===== src/rtl/mc_pkg.sv =====
// Shared encodings for the multi-cycle MIPS-subset controller: FSM states,
// opcode/funct values, datapath select codes and the decoded instruction class.
package mc_pkg;

    localparam logic [2:0] ST_FETCH  = 3'b000;
    localparam logic [2:0] ST_DECODE = 3'b001;
    localparam logic [2:0] ST_EXE    = 3'b010;
    localparam logic [2:0] ST_MEM    = 3'b011;
    localparam logic [2:0] ST_WB     = 3'b100;
    localparam logic [2:0] ST_HALT   = 3'b101;

    localparam logic [5:0] OP_RTYPE = 6'b000000;
    localparam logic [5:0] OP_ORI   = 6'b001101;
    localparam logic [5:0] OP_LUI   = 6'b001111;
    localparam logic [5:0] OP_LW    = 6'b100011;
    localparam logic [5:0] OP_SW    = 6'b101011;
    localparam logic [5:0] OP_BEQ   = 6'b000100;
    localparam logic [5:0] OP_J     = 6'b000010;
    localparam logic [5:0] OP_JAL   = 6'b000011;

    localparam logic [5:0] FN_ADDU  = 6'b100001;
    localparam logic [5:0] FN_SUBU  = 6'b100011;
    localparam logic [5:0] FN_JR    = 6'b001000;

    localparam logic [1:0] REGDST_RT = 2'b00;
    localparam logic [1:0] REGDST_RD = 2'b01;
    localparam logic [1:0] REGDST_RA = 2'b10;

    localparam logic [1:0] MTR_ALU = 2'b00;
    localparam logic [1:0] MTR_DM  = 2'b01;
    localparam logic [1:0] MTR_PC4 = 2'b10;

    localparam logic [1:0] JMP_NONE = 2'b00;
    localparam logic [1:0] JMP_J    = 2'b01;
    localparam logic [1:0] JMP_JR   = 2'b10;

    localparam logic [1:0] EXT_ZERO = 2'b00;
    localparam logic [1:0] EXT_SIGN = 2'b01;
    localparam logic [1:0] EXT_LUI  = 2'b10;

    localparam logic [1:0] ALU_ADD = 2'b00;
    localparam logic [1:0] ALU_SUB = 2'b01;
    localparam logic [1:0] ALU_OR  = 2'b10;

    typedef enum logic [2:0] {
        CLS_ILLEGAL = 3'd0,
        CLS_ALU     = 3'd1,
        CLS_LW      = 3'd2,
        CLS_SW      = 3'd3,
        CLS_BEQ     = 3'd4,
        CLS_J       = 3'd5,
        CLS_JAL     = 3'd6,
        CLS_JR      = 3'd7
    } instr_cls_e;

    typedef struct packed {
        logic [1:0] regdst;
        logic [1:0] memtoreg;
        logic [1:0] jump;
        logic [1:0] extop;
        logic [1:0] aluop;
        logic       alusrc;
        logic       branch;
    } ctrl_sel_t;

    function automatic logic cls_is_jump(input instr_cls_e cls);
        return (cls == CLS_J) || (cls == CLS_JAL) || (cls == CLS_JR);
    endfunction

endpackage


===== src/rtl/mc_ctrl_decode.sv =====
// Combinational decode of the latched opcode/funct into an instruction class
// and the datapath select values held for the whole instruction.
module mc_decode
    import mc_pkg::*;
(
    input  logic [5:0] op,
    input  logic [5:0] funct,
    output instr_cls_e cls,
    output ctrl_sel_t  sel
);

    always_comb begin
        cls = CLS_ILLEGAL;
        sel = '0;
        case (op)
            OP_RTYPE: begin
                case (funct)
                    FN_ADDU: begin
                        cls        = CLS_ALU;
                        sel.regdst = REGDST_RD;
                        sel.aluop  = ALU_ADD;
                    end
                    FN_SUBU: begin
                        cls        = CLS_ALU;
                        sel.regdst = REGDST_RD;
                        sel.aluop  = ALU_SUB;
                    end
                    FN_JR: begin
                        cls      = CLS_JR;
                        sel.jump = JMP_JR;
                    end
                    default: cls = CLS_ILLEGAL;
                endcase
            end
            OP_ORI: begin
                cls        = CLS_ALU;
                sel.regdst = REGDST_RT;
                sel.alusrc = 1'b1;
                sel.extop  = EXT_ZERO;
                sel.aluop  = ALU_OR;
            end
            OP_LUI: begin
                cls        = CLS_ALU;
                sel.regdst = REGDST_RT;
                sel.alusrc = 1'b1;
                sel.extop  = EXT_LUI;
                sel.aluop  = ALU_OR;
            end
            OP_LW: begin
                cls          = CLS_LW;
                sel.regdst   = REGDST_RT;
                sel.alusrc   = 1'b1;
                sel.extop    = EXT_SIGN;
                sel.aluop    = ALU_ADD;
                sel.memtoreg = MTR_DM;
            end
            OP_SW: begin
                cls        = CLS_SW;
                sel.alusrc = 1'b1;
                sel.extop  = EXT_SIGN;
                sel.aluop  = ALU_ADD;
            end
            OP_BEQ: begin
                cls        = CLS_BEQ;
                sel.extop  = EXT_SIGN;
                sel.aluop  = ALU_SUB;
                sel.branch = 1'b1;
            end
            OP_J: begin
                cls      = CLS_J;
                sel.jump = JMP_J;
            end
            OP_JAL: begin
                cls          = CLS_JAL;
                sel.jump     = JMP_J;
                sel.regdst   = REGDST_RA;
                sel.memtoreg = MTR_PC4;
            end
            default: cls = CLS_ILLEGAL;
        endcase
    end

endmodule


===== src/rtl/mc_ctrl.sv =====
// Multi-cycle sequencing controller: state register, op latch, strobe gating
// and retired-instruction counter. Define CTRL_ILLEGAL_TRAP_EN to halt on illegal ops.
module mc_ctrl
    import mc_pkg::*;
(
    input  logic        clk,
    input  logic        rst,
    input  logic [31:0] instr,
    output logic        irwr,
    output logic        pcwr,
    output logic [1:0]  regdst,
    output logic        alusrc,
    output logic [1:0]  memtoreg,
    output logic        regwe,
    output logic        memwe,
    output logic        branch,
    output logic [1:0]  jump,
    output logic [1:0]  extop,
    output logic [1:0]  aluop,
    output logic [2:0]  state,
    output logic [31:0] instret
`ifdef CTRL_ILLEGAL_TRAP_EN
    ,
    output logic        illegal
`endif
);

    logic [2:0]  state_q, state_d;
    logic [5:0]  op_q, op_d;
    logic [5:0]  funct_q, funct_d;
    logic [31:0] instret_q, instret_d;

    logic irwr_c, pcwr_c, regwe_c, memwe_c;

    instr_cls_e cls;
    ctrl_sel_t  sel;

    logic unused_instr_bits;
    assign unused_instr_bits = ^instr[25:6];

    mc_decode u_decode (
        .op    (op_q),
        .funct (funct_q),
        .cls   (cls),
        .sel   (sel)
    );

    always_comb begin
        state_d = state_q;
        op_d    = op_q;
        funct_d = funct_q;
        irwr_c  = 1'b0;
        pcwr_c  = 1'b0;
        regwe_c = 1'b0;
        memwe_c = 1'b0;
        case (state_q)
            ST_FETCH: begin
                irwr_c  = 1'b1;
                op_d    = instr[31:26];
                funct_d = instr[5:0];
                state_d = ST_DECODE;
            end
            ST_DECODE: begin
                if (cls_is_jump(cls)) begin
                    pcwr_c  = 1'b1;
                    regwe_c = (cls == CLS_JAL);
                    state_d = ST_FETCH;
                end else if (cls == CLS_ILLEGAL) begin
`ifdef CTRL_ILLEGAL_TRAP_EN
                    state_d = ST_HALT;
`else
                    // NOP: PC untouched, so the same word is refetched
                    state_d = ST_FETCH;
`endif
                end else begin
                    state_d = ST_EXE;
                end
            end
            ST_EXE: begin
                if (cls == CLS_BEQ) begin
                    pcwr_c  = 1'b1;
                    state_d = ST_FETCH;
                end else if (cls == CLS_LW || cls == CLS_SW) begin
                    state_d = ST_MEM;
                end else begin
                    state_d = ST_WB;
                end
            end
            ST_MEM: begin
                if (cls == CLS_SW) begin
                    memwe_c = 1'b1;
                    pcwr_c  = 1'b1;
                    state_d = ST_FETCH;
                end else begin
                    state_d = ST_WB;
                end
            end
            ST_WB: begin
                regwe_c = 1'b1;
                pcwr_c  = 1'b1;
                state_d = ST_FETCH;
            end
`ifdef CTRL_ILLEGAL_TRAP_EN
            ST_HALT: state_d = ST_HALT;
`endif
            default: state_d = ST_FETCH;
        endcase
        instret_d = pcwr_c ? instret_q + 32'd1 : instret_q;
    end

    always_ff @(posedge clk or posedge rst) begin
        if (rst) begin
            state_q   <= ST_FETCH;
            op_q      <= 6'd0;
            funct_q   <= 6'd0;
            instret_q <= 32'd0;
        end else begin
            state_q   <= state_d;
            op_q      <= op_d;
            funct_q   <= funct_d;
            instret_q <= instret_d;
        end
    end

    // Everything is forced low while reset is held, including FETCH's irwr.
    always_comb begin
        irwr     = irwr_c & ~rst;
        pcwr     = pcwr_c & ~rst;
        regwe    = regwe_c & ~rst;
        memwe    = memwe_c & ~rst;
        regdst   = rst ? 2'b00 : sel.regdst;
        alusrc   = sel.alusrc & ~rst;
        memtoreg = rst ? 2'b00 : sel.memtoreg;
        branch   = sel.branch & ~rst;
        jump     = rst ? 2'b00 : sel.jump;
        extop    = rst ? 2'b00 : sel.extop;
        aluop    = rst ? 2'b00 : sel.aluop;
        state    = rst ? 3'b000 : state_q;
        instret  = rst ? 32'd0 : instret_q;
    end

`ifdef CTRL_ILLEGAL_TRAP_EN
    assign illegal = ~rst & (state_q == ST_HALT);
`endif

endmodule

===== config.mk =====
export PLATFORM = sky130hd
export DESIGN_NAME = mc_ctrl
export DESIGN_NICKNAME = d
export VERILOG_FILES = /design/src/rtl/mc_pkg.sv /design/src/rtl/mc_ctrl_decode.sv /design/src/rtl/mc_ctrl.sv
export SDC_FILE = /design/constraint.sdc
export NUM_CORES = 1
export LEC_CHECK = 0
export CORE_MARGIN = 2
export CORE_UTILIZATION = 51
export DETAILED_ROUTE_END_ITERATION = 12
export GPL_ROUTABILITY_DRIVEN = 1
export HOLD_SLACK_MARGIN = 0.05
export PLACE_DENSITY = 0.86
export SYNTH_ARGS = -nofsm -noshare
export SYNTH_HDL_FRONTEND = slang
export SYNTH_SLANG_ARGS = --single-unit

===== constraint.sdc =====
create_clock -name clk -period 9.7 [get_ports clk]
set_clock_uncertainty 0.2 [all_clocks]
set_input_delay 1.94 -clock clk [delete_from_list [all_inputs] [get_ports clk]]
set_output_delay 1.94 -clock clk [all_outputs]
set_load 0.02 [all_outputs]

# Yosys cells after proc, flatten, opt, wreduce, memory -nomap -nowiden
# Index checks and enable logic that the tools add are counted.
dict set report classes {
  n_eq_ne 20
  n_reduce_logical 11
  addsub 1
  bitwise_logic 7
  muxes 33
}
# operator count
set op_table {}
lappend op_table {{32-bit by 1-bit adder with 32-bit output, second input constant} 1}
lappend op_table {{32-bit 2-to-1 mux} 1}
lappend op_table {{6-bit equality test, second input constant} 4}
lappend op_table {{3-bit one-hot mux with 7 select lines} 1}
lappend op_table {{6-bit by 4-bit equality test with 1-bit output, second input constant} 3}
lappend op_table {{2-bit 2-to-1 mux} 8}
lappend op_table {{2-bit one-hot mux with 2 select lines} 4}
lappend op_table {{3-bit equality test, second input constant} 5}
lappend op_table {{3-bit by 2-bit equality test with 1-bit output, second input constant} 4}
lappend op_table {{6-bit by 2-bit equality test with 1-bit output, second input constant} 2}
lappend op_table {{3-bit 2-to-1 mux} 4}
lappend op_table {{3-bit one-hot mux with 4 select lines} 1}
lappend op_table {{1-bit 2-to-1 mux} 10}
lappend op_table {{1-bit bitwise AND} 6}
lappend op_table {{6-bit by 3-bit equality test with 1-bit output, second input constant} 1}
lappend op_table {{3-bit logical NOT} 2}
lappend op_table {{6-bit logical NOT} 1}
lappend op_table {{2-bit one-hot mux with 3 select lines} 1}
lappend op_table {{3-bit one-hot mux with 2 select lines} 1}
lappend op_table {{2-bit OR reduction} 3}
lappend op_table {{1-bit one-hot mux with 4 select lines} 1}
lappend op_table {{4-bit OR reduction} 1}
lappend op_table {{3-bit by 1-bit equality test with 1-bit output, second input constant} 1}
lappend op_table {{1-bit logical OR} 3}
lappend op_table {{other kinds (3)} 3}
dict set report totals {
  elab_cells 76
  in_bits 34
  ff_bits 47
  out_inout_bits 51
}

# Longest topological paths before layout
# Gate-level depths: netlist (run 1).
dict set report logic_depth {
  depth_word 10
  ltp_mapped 8
  mapped_depth_nobuf 6
}

# Hierarchy
# A second synthesis (run 1) with hierarchy kept.
dict set report unflattened {
  hier_cells 293
  hier_area_um2 2885.3
}
# module area_each_um2 cells_per_inst instances
set modules_own_cells {}
lappend modules_own_cells {mc_ctrl 2566.2 252 1}
lappend modules_own_cells {mc_decode 319.1 41 1}

# Worst setup path before layout (run 1)
# Ideal clock, no wire load.
dict set report synth_path {
  kind {input port to output port}
  startpoint {input port rst}
  endpoint {output port extop[1]}
  path_buffers 1
  setup_slack_ps 3063
  required_ps 7560
  arrival_time_ps 4497
  cell_stages 5
  cell_sequence {clkbuf_1 > inv_1 > nand2_1 > nor4b_1 > and2_1}
}
dict set report synth_via {
  elab_chain_len 1
}
# element line_no
set synth_rtl {}
lappend synth_rtl {{from (decl)} mc_ctrl.sv:7} ;# input logic rst,
lappend synth_rtl {{2-bit 2-to-1 mux} mc_ctrl.sv:136} ;# extop = rst ? 2'b00 : sel.extop;
lappend synth_rtl {{to (decl)} mc_ctrl.sv:18} ;# output logic [1:0] extop,
# No other way between the ends.

# Worst setup path in the final report (run 1)
# Ends and elaborated chain as after synthesis.

==> reports/summary.log, run 1 <==
INFO  placed_design  place_congestion=0.851
INFO  setup_path     sequence_of_cells_on_the_critical_path=clkdlybuf4s50_1 > buf_4 > inv_2 > nand2_1 > nor4b_1 > and2_1 > clkdlybuf4s50_1
INFO  floorplanning  fp-row-count=26
INFO  run_status     outcome=completed
INFO  yosys          synth-async-reset-ratio=1.00
INFO  pwr            combPwrFrac=0.315
INFO  placed_design  port_buffers=64
INFO  routing        routed_wirelength=5970um
INFO  floorplanning  io-pin-count=85
INFO  yosys          synth_largest_area_cell=dfrtp_1
INFO  grt            antenna_found_initial=0
INFO  setup_path     worst-endpoint-required=7.56ns
INFO  setup_path     critical-path-top-cell-by-count=clkdlybuf4s50_1
INFO  clock_network  post_cts_buffers=0
INFO  routing        drt-initial-drc-count=227
INFO  routing        first_pass_iters=6
INFO  cells_and_area nets=366
INFO  yosys          mappedNetlistArea=2730um2
INFO  floorplanning  die_y=77.1um
INFO  setup_path     rr_endpoint=instret_q[4]
INFO  yosys          synth_edf_count=0
INFO  min_path       timing.hold.worst_path_depth=1
INFO  yosys          syn-instance-count=272
INFO  yosys          ys_seq_elements=47
INFO  clock_network  cts-htree-levels=2
INFO  placed_design  dp.final_hpwl=4260um
INFO  floorplanning  dieArea=5950um2
INFO  yosys          synth_flop_cell=dfrtp_1
INFO  pwr            clock_power_share=0.198
INFO  routing        drcViolationCount=0
INFO  min_path       worst_hold_path_endpoint=instret_q[31]
INFO  yosys          synth_area_leaders=dfrtp_1 43%, nor2b_1 8.7%, xor2_1 5.1%
INFO  cells_and_area final_layout_size_suffix_gt1_frac=0.115
INFO  yosys          synthesis.yosys.warnings=0
INFO  setup_path     worst_setup_path_start_kind=input port
INFO  cells_and_area final_instance_area=3490um2
INFO  timing         tightest_slew=0.971ns
INFO  pwr            power_switching_share=0.356
INFO  clock_network  clock_insertion_delay_worst_skew=0.30ns
INFO  routing        wire_per_inst=14.9um
INFO  pwr            seqPwrFrac=0.487
INFO  clock_network  clock_path_buffers=2
INFO  setup_path     critical-path-max-stage-delay=0.76ns
INFO  timing         number_of_hold_violations_in_the_final_report=0
INFO  clock_network  clk_pin_slew_worst_paths=0.08ns
INFO  timing         period_utilization=0.712
INFO  floorplanning  die_x=77.1um
INFO  min_path       min_path_type=flop to flop
INFO  clock_network  ctsHoldBuffers=0
INFO  pwr            power-per-cell-area=170nW/um2
INFO  setup_path     critPathMaxFanout=49
INFO  clock_network  post_cts_resized=0
INFO  grt            first_global_vias=2122
INFO  timing         finalSetupViolations=0
INFO  clock_network  cts_inserted_buffers=5
INFO  routing        detailed_route_via_count=2247
INFO  min_path       min_from=instret_q[31]
INFO  cells_and_area flow.area_growth_from_synthesis=27.8%
INFO  clock_network  cts_num_sinks=47
INFO  floorplanning  start_util=0.531
INFO  yosys          synth_top_area_share=0.431
INFO  pwr            power_leakage=1.45nW
INFO  grt            grt_max_degree=50
INFO  setup_path     r2r_cells=6
INFO  grt            globalRouteOverflowTotal=0
INFO  floorplanning  design.core.area=5140um2
INFO  pwr            p_int=381uW
INFO  grt            grt.total_usage=0.203
INFO  setup_path     regToRegSetupSlack=7.04ns
INFO  routing        vias_per_cell=5.60
INFO  timing         timing.final.max_slew_violations=0
INFO  setup_path     rr_startpoint=op_q[3]
INFO  timing         rsz0062_at_grt=false
INFO  pwr            vdd.ir_drop.worst=0.0938mV
INFO  yosys          ys_types=46
INFO  timing         maxSlewHeadroom=0.351
INFO  setup_path     worst-setup-path-type=input port to primary output
INFO  routing        antenna_left=0
INFO  timing         hold_ws=0.264ns
INFO  yosys          synthesis.nets=307
INFO  timing         final.min_clock_period=6.90ns
INFO  setup_path     cp-end-kind=primary output
INFO  pwr            p_sw=211uW
INFO  clock_network  tritoncts=yes
INFO  flow_run       drv_cap=0
INFO  yosys          syn_area_per_cell=10.0um2
INFO  cells_and_area antenna-diode-count=0
INFO  grt            first_pass_grt_wire_length=9810um
INFO  placed_design  placedInstanceArea=3400um2
INFO  clock_network  clockRootBuffer=clkbuf_8
INFO  yosys          synth_seq_area_share=0.431
INFO  timing         fin_setup_tns=0ns
INFO  setup_path     timing.critical_path.slowest_stage_cell=inv_2
INFO  setup_path     crit_arrival=4.76ns
INFO  timing         max_freq=0.145GHz
[cell type report]
type                    instances  area [um2]
fillers                       413        1650
multi-input cells             208        1470
flip-flops and latches         47        1180
repair buffers                 66         656
well taps                      70        87.6
clock buffers                   6        82.6
inverters                       3        11.3
clock inverters                 1        5.00
[worst max-delay path by stage]
stage | from | end | depth (start not counted)
after floorplan | rst | extop[1] | 5
after global placement | rst | extop[1] | 7
after detailed placement | rst | extop[1] | 7
after CTS | rst | extop[1] | 7
after global routing | rst | extop[1] | 7
final | rst | extop[1] | 7
[critical path, delay by kind of cell]
| family | cells | cell delay, ns |
|---|---|---|
| buffers and inverters | 4 | 2.02 |
| AND/OR/NAND/NOR | 3 | 0.76 |
[registers in the layout (all words and copies together) (netlist names)]
name / flops
funct_q: 6
instret_q: 32
op_q: 6
state_q: 3
[cell usage in the layout, fill, tap and decap left out, types with 3 or more instances in the layout]
cell,count
o21ai_0,3
and4_1,3
a21oi_1,3
xnor2_1,15
nor4_1,5
clkbuf_8,6
mux2_2,11
nand3_1,16
and2_1,5
xor2_1,16
dfrtp_1,47
nor3_2,4
and3_1,6
nand2_1,19
nor4b_2,3
nor2b_1,38
clkdlybuf4s50_1,64
nor2_1,13
nand4_1,10
nor3_1,10
[per-stage QoR]
| step | total power, mW | util | instances | setup slack [ns] |
|---|---|---|---|---|
| floorplan | 0.424 | - | 272 | 3.06 |
| global placement | 0.471 | 0.661 | 394 | 2.76 |
| detailed placement | 0.478 | 0.661 | 394 | 2.74 |
| CTS | 0.594 | 0.678 | 401 | 2.71 |
| global route | 0.624 | 0.678 | 401 | 2.54 |
| finish | 0.592 | 0.678 | 401 | 2.80 |
[power by group through the flow]
stage / combinational, mW / sequential [mW] / clock, mW
finish: 0.187 / 0.289 / 0.117
floorplan: 0.164 / 0.260 / 0
global placement: 0.183 / 0.288 / 0
detailed placement: 0.187 / 0.291 / 0
CTS: 0.187 / 0.287 / 0.119
global route: 0.201 / 0.295 / 0.127
[cell families after synthesis]
family | synth area share
AO/OA/AOI/OAI | 0.0454
XOR/XNOR | 0.0995
buffers and inverters | 0.0307
adder cells (fa/ha/maj) | 0.00459
multiplexers | 0.0454
AND/OR/NAND/NOR | 0.343
flip-flops | 0.431
[metal layers]
layer,wire (um),global-route usage,vias to the layer above
met1,2640,0.265,1090
li1,-,-,1065
met2,2870,0.330,78
met3,327,0.0400,14
met5,0,0,-
met4,127,0.0839,0
[cell usage after synthesis, types with 2 or more instances]
| master | count |
|---|---|
| buf_6 | 2 |
| and2_1 | 5 |
| inv_1 | 3 |
| nand3_1 | 16 |
| nor3_2 | 4 |
| nor2_1 | 13 |
| nor4_4 | 2 |
| and3b_1 | 2 |
| and3_1 | 6 |
| nor4b_2 | 3 |
| nor3_1 | 10 |
| xnor2_1 | 15 |
| nor4_1 | 5 |
| nor2b_1 | 38 |
| a21oi_1 | 3 |
| nand2b_1 | 2 |
| nand4_1 | 10 |
| nor4b_1 | 2 |
| clkbuf_1 | 10 |
| xor2_1 | 16 |
| mux2_2 | 11 |
| dfrtp_1 | 47 |
| and4_1 | 3 |
| nand2_1 | 19 |
| a21o_1 | 2 |
| o21ai_0 | 3 |
Power figures use the tool's default switching activity.
==> inputs of run 2 (changes only) <==
Settings changed: CORE_UTILIZATION 51 to 47, PLACE_DENSITY 0.86 to 0.81.
Clock period 9.7 ns to 6.6 ns, I/O delays scaled along.
==> run 2 against run 1 <==
Worst setup slack worse by 1.3 ns; first-iteration DRC count is 23% lower; critical path depth stayed put; cell area is 0.29% higher; combinational power is 47% higher; core utilization is 4.7 points lower; critical path type unchanged; largest power group unchanged.
==> reports/summary.log, run 2 (same netlist as run 1, synthesis figures left out) <==
INFO  floorplanning  design.core.area=5540um2
INFO  timing         period_utilization=0.777
INFO  cells_and_area largest_register_ffs=32
INFO  cells_and_area fillerInstances=486
INFO  setup_path     worst-endpoint-required=5.08ns
INFO  setup_path     cp-end-kind=primary output
INFO  routing        drcViolationCount=0
INFO  grt            globalRouteOverflowTotal=0
INFO  flow_run       drv_cap=0
INFO  pwr            design_power_total=871uW
INFO  setup_path     crit_arrival=3.61ns
INFO  placed_design  placedInstanceArea=3410um2
INFO  timing         timing.final.max_slew_violations=0
INFO  timing         hold_ws=0.262ns
INFO  grt            grt_max_degree=49
INFO  timing         number_of_hold_violations_in_the_final_report=0
INFO  cells_and_area nets=367
INFO  grt            first_pass_grt_wire_length=10000um
INFO  cells_and_area final_instance_area=3500um2
INFO  floorplanning  start_util=0.492
INFO  clock_network  cts-htree-levels=2
INFO  clock_network  clk_pin_slew_worst_paths=0.08ns
INFO  cells_and_area regMostFlops=instret_q
INFO  cells_and_area layout_common_cells=64 x clkdlybuf4s50_1, 47 x dfrtp_1, 38 x nor2b_1, 19 x nand2_1
INFO  timing         fin_setup_tns=0ns
INFO  clock_network  cts_inserted_buffers=5
INFO  placed_design  place_congestion=0.904
INFO  setup_path     worst_setup_path_start_kind=input port
INFO  pwr            power_leakage=1.46nW
INFO  routing        wire_per_inst=14.8um
INFO  floorplanning  die_y=80.2um
INFO  timing         maxSlewHeadroom=0.565
INFO  placed_design  dp.final_hpwl=4200um
INFO  cells_and_area top_regs=instret_q x32, funct_q x6, op_q x6
INFO  clock_network  ctsHoldBuffers=0
INFO  placed_design  worst_slack_placed=1.42ns
INFO  cells_and_area flow.area_growth_from_synthesis=28.2%
INFO  routing        first_pass_iters=4
INFO  cells_and_area fin_util=0.631
INFO  clock_network  clock_path_buffers=2
INFO  setup_path     worst-setup-path-type=input port to primary output
INFO  cells_and_area antenna-diode-count=0
INFO  timing         rsz0062_at_grt=false
INFO  clock_network  cts_num_sinks=47
INFO  pwr            power-per-cell-area=249nW/um2
INFO  routing        drt-initial-drc-count=174
INFO  clock_network  tritoncts=yes
INFO  floorplanning  io-pin-count=85
INFO  routing        vias_per_cell=5.50
INFO  setup_path     critPathMaxFanout=48
INFO  routing        routed_wirelength=5980um
INFO  min_path       min_path_type=flop to flop
INFO  cells_and_area final_common_cell=clkdlybuf4s50_1
INFO  grt            antenna_found_initial=0
INFO  floorplanning  fp-row-count=27
INFO  routing        detailed_route_via_count=2221
INFO  timing         max_freq=0.195GHz
INFO  timing         finalSetupViolations=0
INFO  timing         final.min_clock_period=5.13ns
INFO  grt            first_global_vias=2167
INFO  timing         min_setup_slack_post_route=1.47ns
INFO  cells_and_area final_layout_size_suffix_gt1_frac=0.117
INFO  clock_network  post_cts_buffers=0
INFO  grt            grt.total_usage=0.196
INFO  run_status     outcome=completed
INFO  clock_network  post_cts_resized=0
INFO  routing        antenna_left=0
INFO  placed_design  post-place-cells=397
INFO  placed_design  port_buffers=64
INFO  cells_and_area fin_cells=404
INFO  floorplanning  die_x=80.2um
INFO  clock_network  clock_insertion_delay_worst_skew=0.29ns
INFO  floorplanning  dieArea=6430um2
INFO  timing         tightest_slew=0.650ns
INFO  pwr            vdd.ir_drop.worst=0.138mV
INFO  clock_network  clockRootBuffer=clkbuf_8
-- run 2: changes by cell type in the layout (fill, tap and decap cells not counted) --
cell   delta
buf_4     +1
-- run 2: where the power goes --
| group | switching [mW] | total [mW] | internal [mW] |
|---|---|---|---|
| Combinational | 0.135 | 0.275 | 0.140 |
| Sequential | 0.0846 | 0.423 | 0.338 |
| Clock | 0.0905 | 0.173 | 0.0823 |
-- run 2: layout make-up --
class | instances | area, um2 | area share
multi-input combinational | 208 | 1470 | 0.420
sequential | 47 | 1180 | 0.336
timing repair buffer | 67 | 663 | 0.190
tap | 72 | 90.1 | 0.0258
clock buffer | 6 | 82.6 | 0.0236
inverter | 3 | 11.3 | 0.00322
clock inverter | 1 | 5.00 | 0.00143
-- run 2: final timing paths --
path / startpoint / to / slack (ns) / cells past startpoint
min in group asynchronous: rst / instret_q[24] / 1.63 / 4
max in group asynchronous: rst / instret_q[27] / 4.18 / 4
hold reg to reg: instret_q[31] / instret_q[31] / 0.26 / 1
hold / removal: instret_q[31] / instret_q[31] / 0.26 / 1
setup reg to reg: op_q[3] / instret_q[24] / 3.88 / 6
setup / recovery: rst / memtoreg[1] / 1.47 / 7
-- run 2: per-layer routing --
metal	part of all wire	GRT usage	vias up
li1	-	-	1066
met1	0.49	0.278	1101
met2	0.47	0.308	48
met3	0.034	0.0348	6
met4	0.012	0.0593	0
met5	0	0	-
-- run 2: worst max-delay path: stages --
cell and delay, ns:
clkdlybuf4s50_1 0.40, buf_4 0.27, inv_2 0.10, buf_4 0.50
and3_1 0.28, and2_1 0.13, clkdlybuf4s50_1 0.59
==> inputs of run 3 (changes only) <==
Settings changed: CORE_UTILIZATION 47 to 42, PLACE_DENSITY 0.81 to 0.76.
Clock period 6.6 ns to 4.4 ns, I/O delays scaled along.
==> run 3 against run 2 <==
Critical path depth is 1 lower; register-to-register slack worse by 2.1 ns; combinational power grew 50%; critical path type is now flop to primary output.
==> reports/summary.log, run 3 (same netlist as run 1, synthesis figures left out) <==
INFO  run_status     outcome=completed
INFO  routing        vias_per_cell=5.31
INFO  timing         max_freq=0.260GHz
INFO  clock_network  clock_path_buffers=2
INFO  placed_design  dp.final_hpwl=4250um
INFO  grt            antenna_found_initial=0
INFO  floorplanning  dieArea=7150um2
INFO  setup_path     crit_path_depth=6
INFO  timing         rsz0062_at_grt=false
INFO  clock_network  clock_insertion_delay_worst_skew=0.30ns
INFO  grt            first_global_vias=2154
INFO  timing         number_of_hold_violations_in_the_final_report=0
INFO  setup_path     cp-end-kind=primary output
INFO  cells_and_area flow.area_growth_from_synthesis=29.1%
INFO  setup_path     critPathMaxFanout=19
INFO  floorplanning  design.core.area=6310um2
INFO  setup_path     count_of_buffer_and_inverter_cells_on_the_critical_path=1
INFO  grt            grt.total_usage=0.173
INFO  timing         fin_setup_tns=0ns
INFO  floorplanning  die_y=84.6um
INFO  floorplanning  die_x=84.6um
INFO  routing        antenna_left=0
INFO  timing         maxSlewHeadroom=0.575
INFO  setup_path     crit_arrival=2.77ns
INFO  clock_network  post_cts_buffers=0
INFO  cells_and_area top_regs=instret_q x32, funct_q x6, op_q x6
INFO  grt            first_pass_grt_wire_length=10100um
INFO  min_path       min_path_type=flop to flop
INFO  clock_network  cts_inserted_buffers=5
INFO  floorplanning  fp-row-count=29
INFO  setup_path     critical-path-top-delay-family=compound AO/OA/AOI/OAI gates
INFO  routing        first_pass_iters=4
INFO  clock_network  tritoncts=yes
INFO  placed_design  post-place-cells=402
INFO  pwr            p_int=861uW
INFO  pwr            seqPwrFrac=0.478
INFO  pwr            clock_power_share=0.211
INFO  setup_path     worst-setup-path-type=flop to primary output
INFO  cells_and_area fillerInstances=562
INFO  pwr            power-per-cell-area=377nW/um2
INFO  clock_network  cts-htree-levels=2
INFO  pwr            power_switching_share=0.352
INFO  pwr            combPwrFrac=0.310
INFO  placed_design  worst_slack_placed=0.631ns
INFO  pwr            vdd.ir_drop.worst=0.209mV
INFO  placed_design  port_buffers=64
INFO  routing        routed_wirelength=5970um
INFO  cells_and_area final_layout_size_suffix_gt1_frac=0.120
INFO  timing         timing.final.max_slew_violations=0
INFO  min_path       timing.hold.worst_path_depth=1
INFO  clock_network  ctsHoldBuffers=0
INFO  pwr            design_power_total=1.33mW
INFO  setup_path     r2r_cells=6
INFO  setup_path     sequence_of_cells_on_the_critical_path=and3b_1 > o21ai_0 > o21ai_1 > a21oi_4 > nor2_1 > clkdlybuf4s50_1
INFO  clock_network  cts_num_sinks=47
INFO  setup_path     worst_setup_path_start_kind=flop
INFO  clock_network  post_cts_resized=0
INFO  routing        drt-initial-drc-count=144
INFO  floorplanning  io-pin-count=85
INFO  grt            globalRouteOverflowTotal=0
INFO  cells_and_area antenna-diode-count=0
INFO  cells_and_area multi_input_area=1470um2
INFO  cells_and_area sequential_cell_area=1180um2
INFO  cells_and_area largest_register_ffs=32
INFO  cells_and_area nets=367
INFO  cells_and_area fin_cells=410
INFO  timing         period_utilization=0.875
INFO  routing        wire_per_inst=14.6um
INFO  setup_path     critical-path-max-stage-delay=0.58ns
INFO  clock_network  clockRootBuffer=clkbuf_8
INFO  timing         finalSetupViolations=0
INFO  cells_and_area layout_common_cells=64 x clkdlybuf4s50_1, 47 x dfrtp_1, 38 x nor2b_1, 19 x nand2_1
INFO  flow_run       drv_cap=0
INFO  floorplanning  start_util=0.432
INFO  cells_and_area regMostFlops=instret_q
INFO  setup_path     worst-endpoint-required=3.32ns
INFO  pwr            power_leakage=1.45nW
INFO  clock_network  clk_pin_slew_worst_paths=0.08ns
INFO  grt            grt_max_degree=48
INFO  pwr            p_sw=468uW
INFO  routing        drcViolationCount=0
INFO  timing         min_setup_slack_post_route=0.551ns
INFO  timing         final.min_clock_period=3.85ns
INFO  setup_path     timing.critical_path.slowest_stage_cell=a21oi_4
INFO  placed_design  place_congestion=0.825
INFO  timing         tightest_slew=0.636ns
INFO  routing        detailed_route_via_count=2178
INFO  cells_and_area final_common_cell=clkdlybuf4s50_1
[run 3: changes by cell type in the layout (fill, tap and decap cells not counted), sizes merged]
cell | previous run | this run
clkinv | 1 | 0
clkinvlp | 0 | 2
inv | 3 | 2
clkbuf | 6 | 7
[run 3: area by class of cell]
type	instances	area share
Sequential cell	47	0.334
Inverter	3	0.00426
Clock inverter	1	0.00213
Clock buffer	7	0.0274
Timing Repair Buffer	67	0.188
Tap cell	77	0.0274
Multi-Input combinational cell	208	0.417
[run 3: per-layer routing]
layer  wire, um  vias up  part of all wire  track usage
li1           -     1071                 -            -
met1       2740     1056              0.46        0.239
met2       2950       45              0.49        0.280
met3        233        6             0.039       0.0226
met4         43        0            0.0072       0.0606
met5          0        -                 0            0
[run 3: final timing paths]
kind | startpoint | to | slack [ns]
max | op_q[1] | pcwr | 0.55
min | instret_q[31] | instret_q[31] | 0.27
max reg2reg | op_q[3] | instret_q[24] | 1.78
min reg2reg | instret_q[31] | instret_q[31] | 0.27
max in group asynchronous | rst | op_q[5] | 2.61
min in group asynchronous | rst | op_q[4] | 0.99
[run 3: power by group through the flow]
stage | sequential, mW | clock, mW | combinational [mW]
final | 0.636 | 0.281 | 0.413
after global routing | 0.651 | 0.308 | 0.448
after CTS | 0.632 | 0.292 | 0.416
after detailed placement | 0.640 | 0 | 0.413
after global placement | 0.637 | 0 | 0.405
after floorplan | 0.574 | 0 | 0.361
[run 3: per-stage QoR]
stage | util | instance area [um2] | hold WS (ns)
after CTS | 0.558 | 3520 | 0.273
final | 0.558 | 3520 | 0.269
after global placement | 0.541 | 3420 | 0.251
after detailed placement | 0.541 | 3420 | 0.261
after global routing | 0.558 | 3520 | 0.297
after floorplan | - | 2730 | 0.234
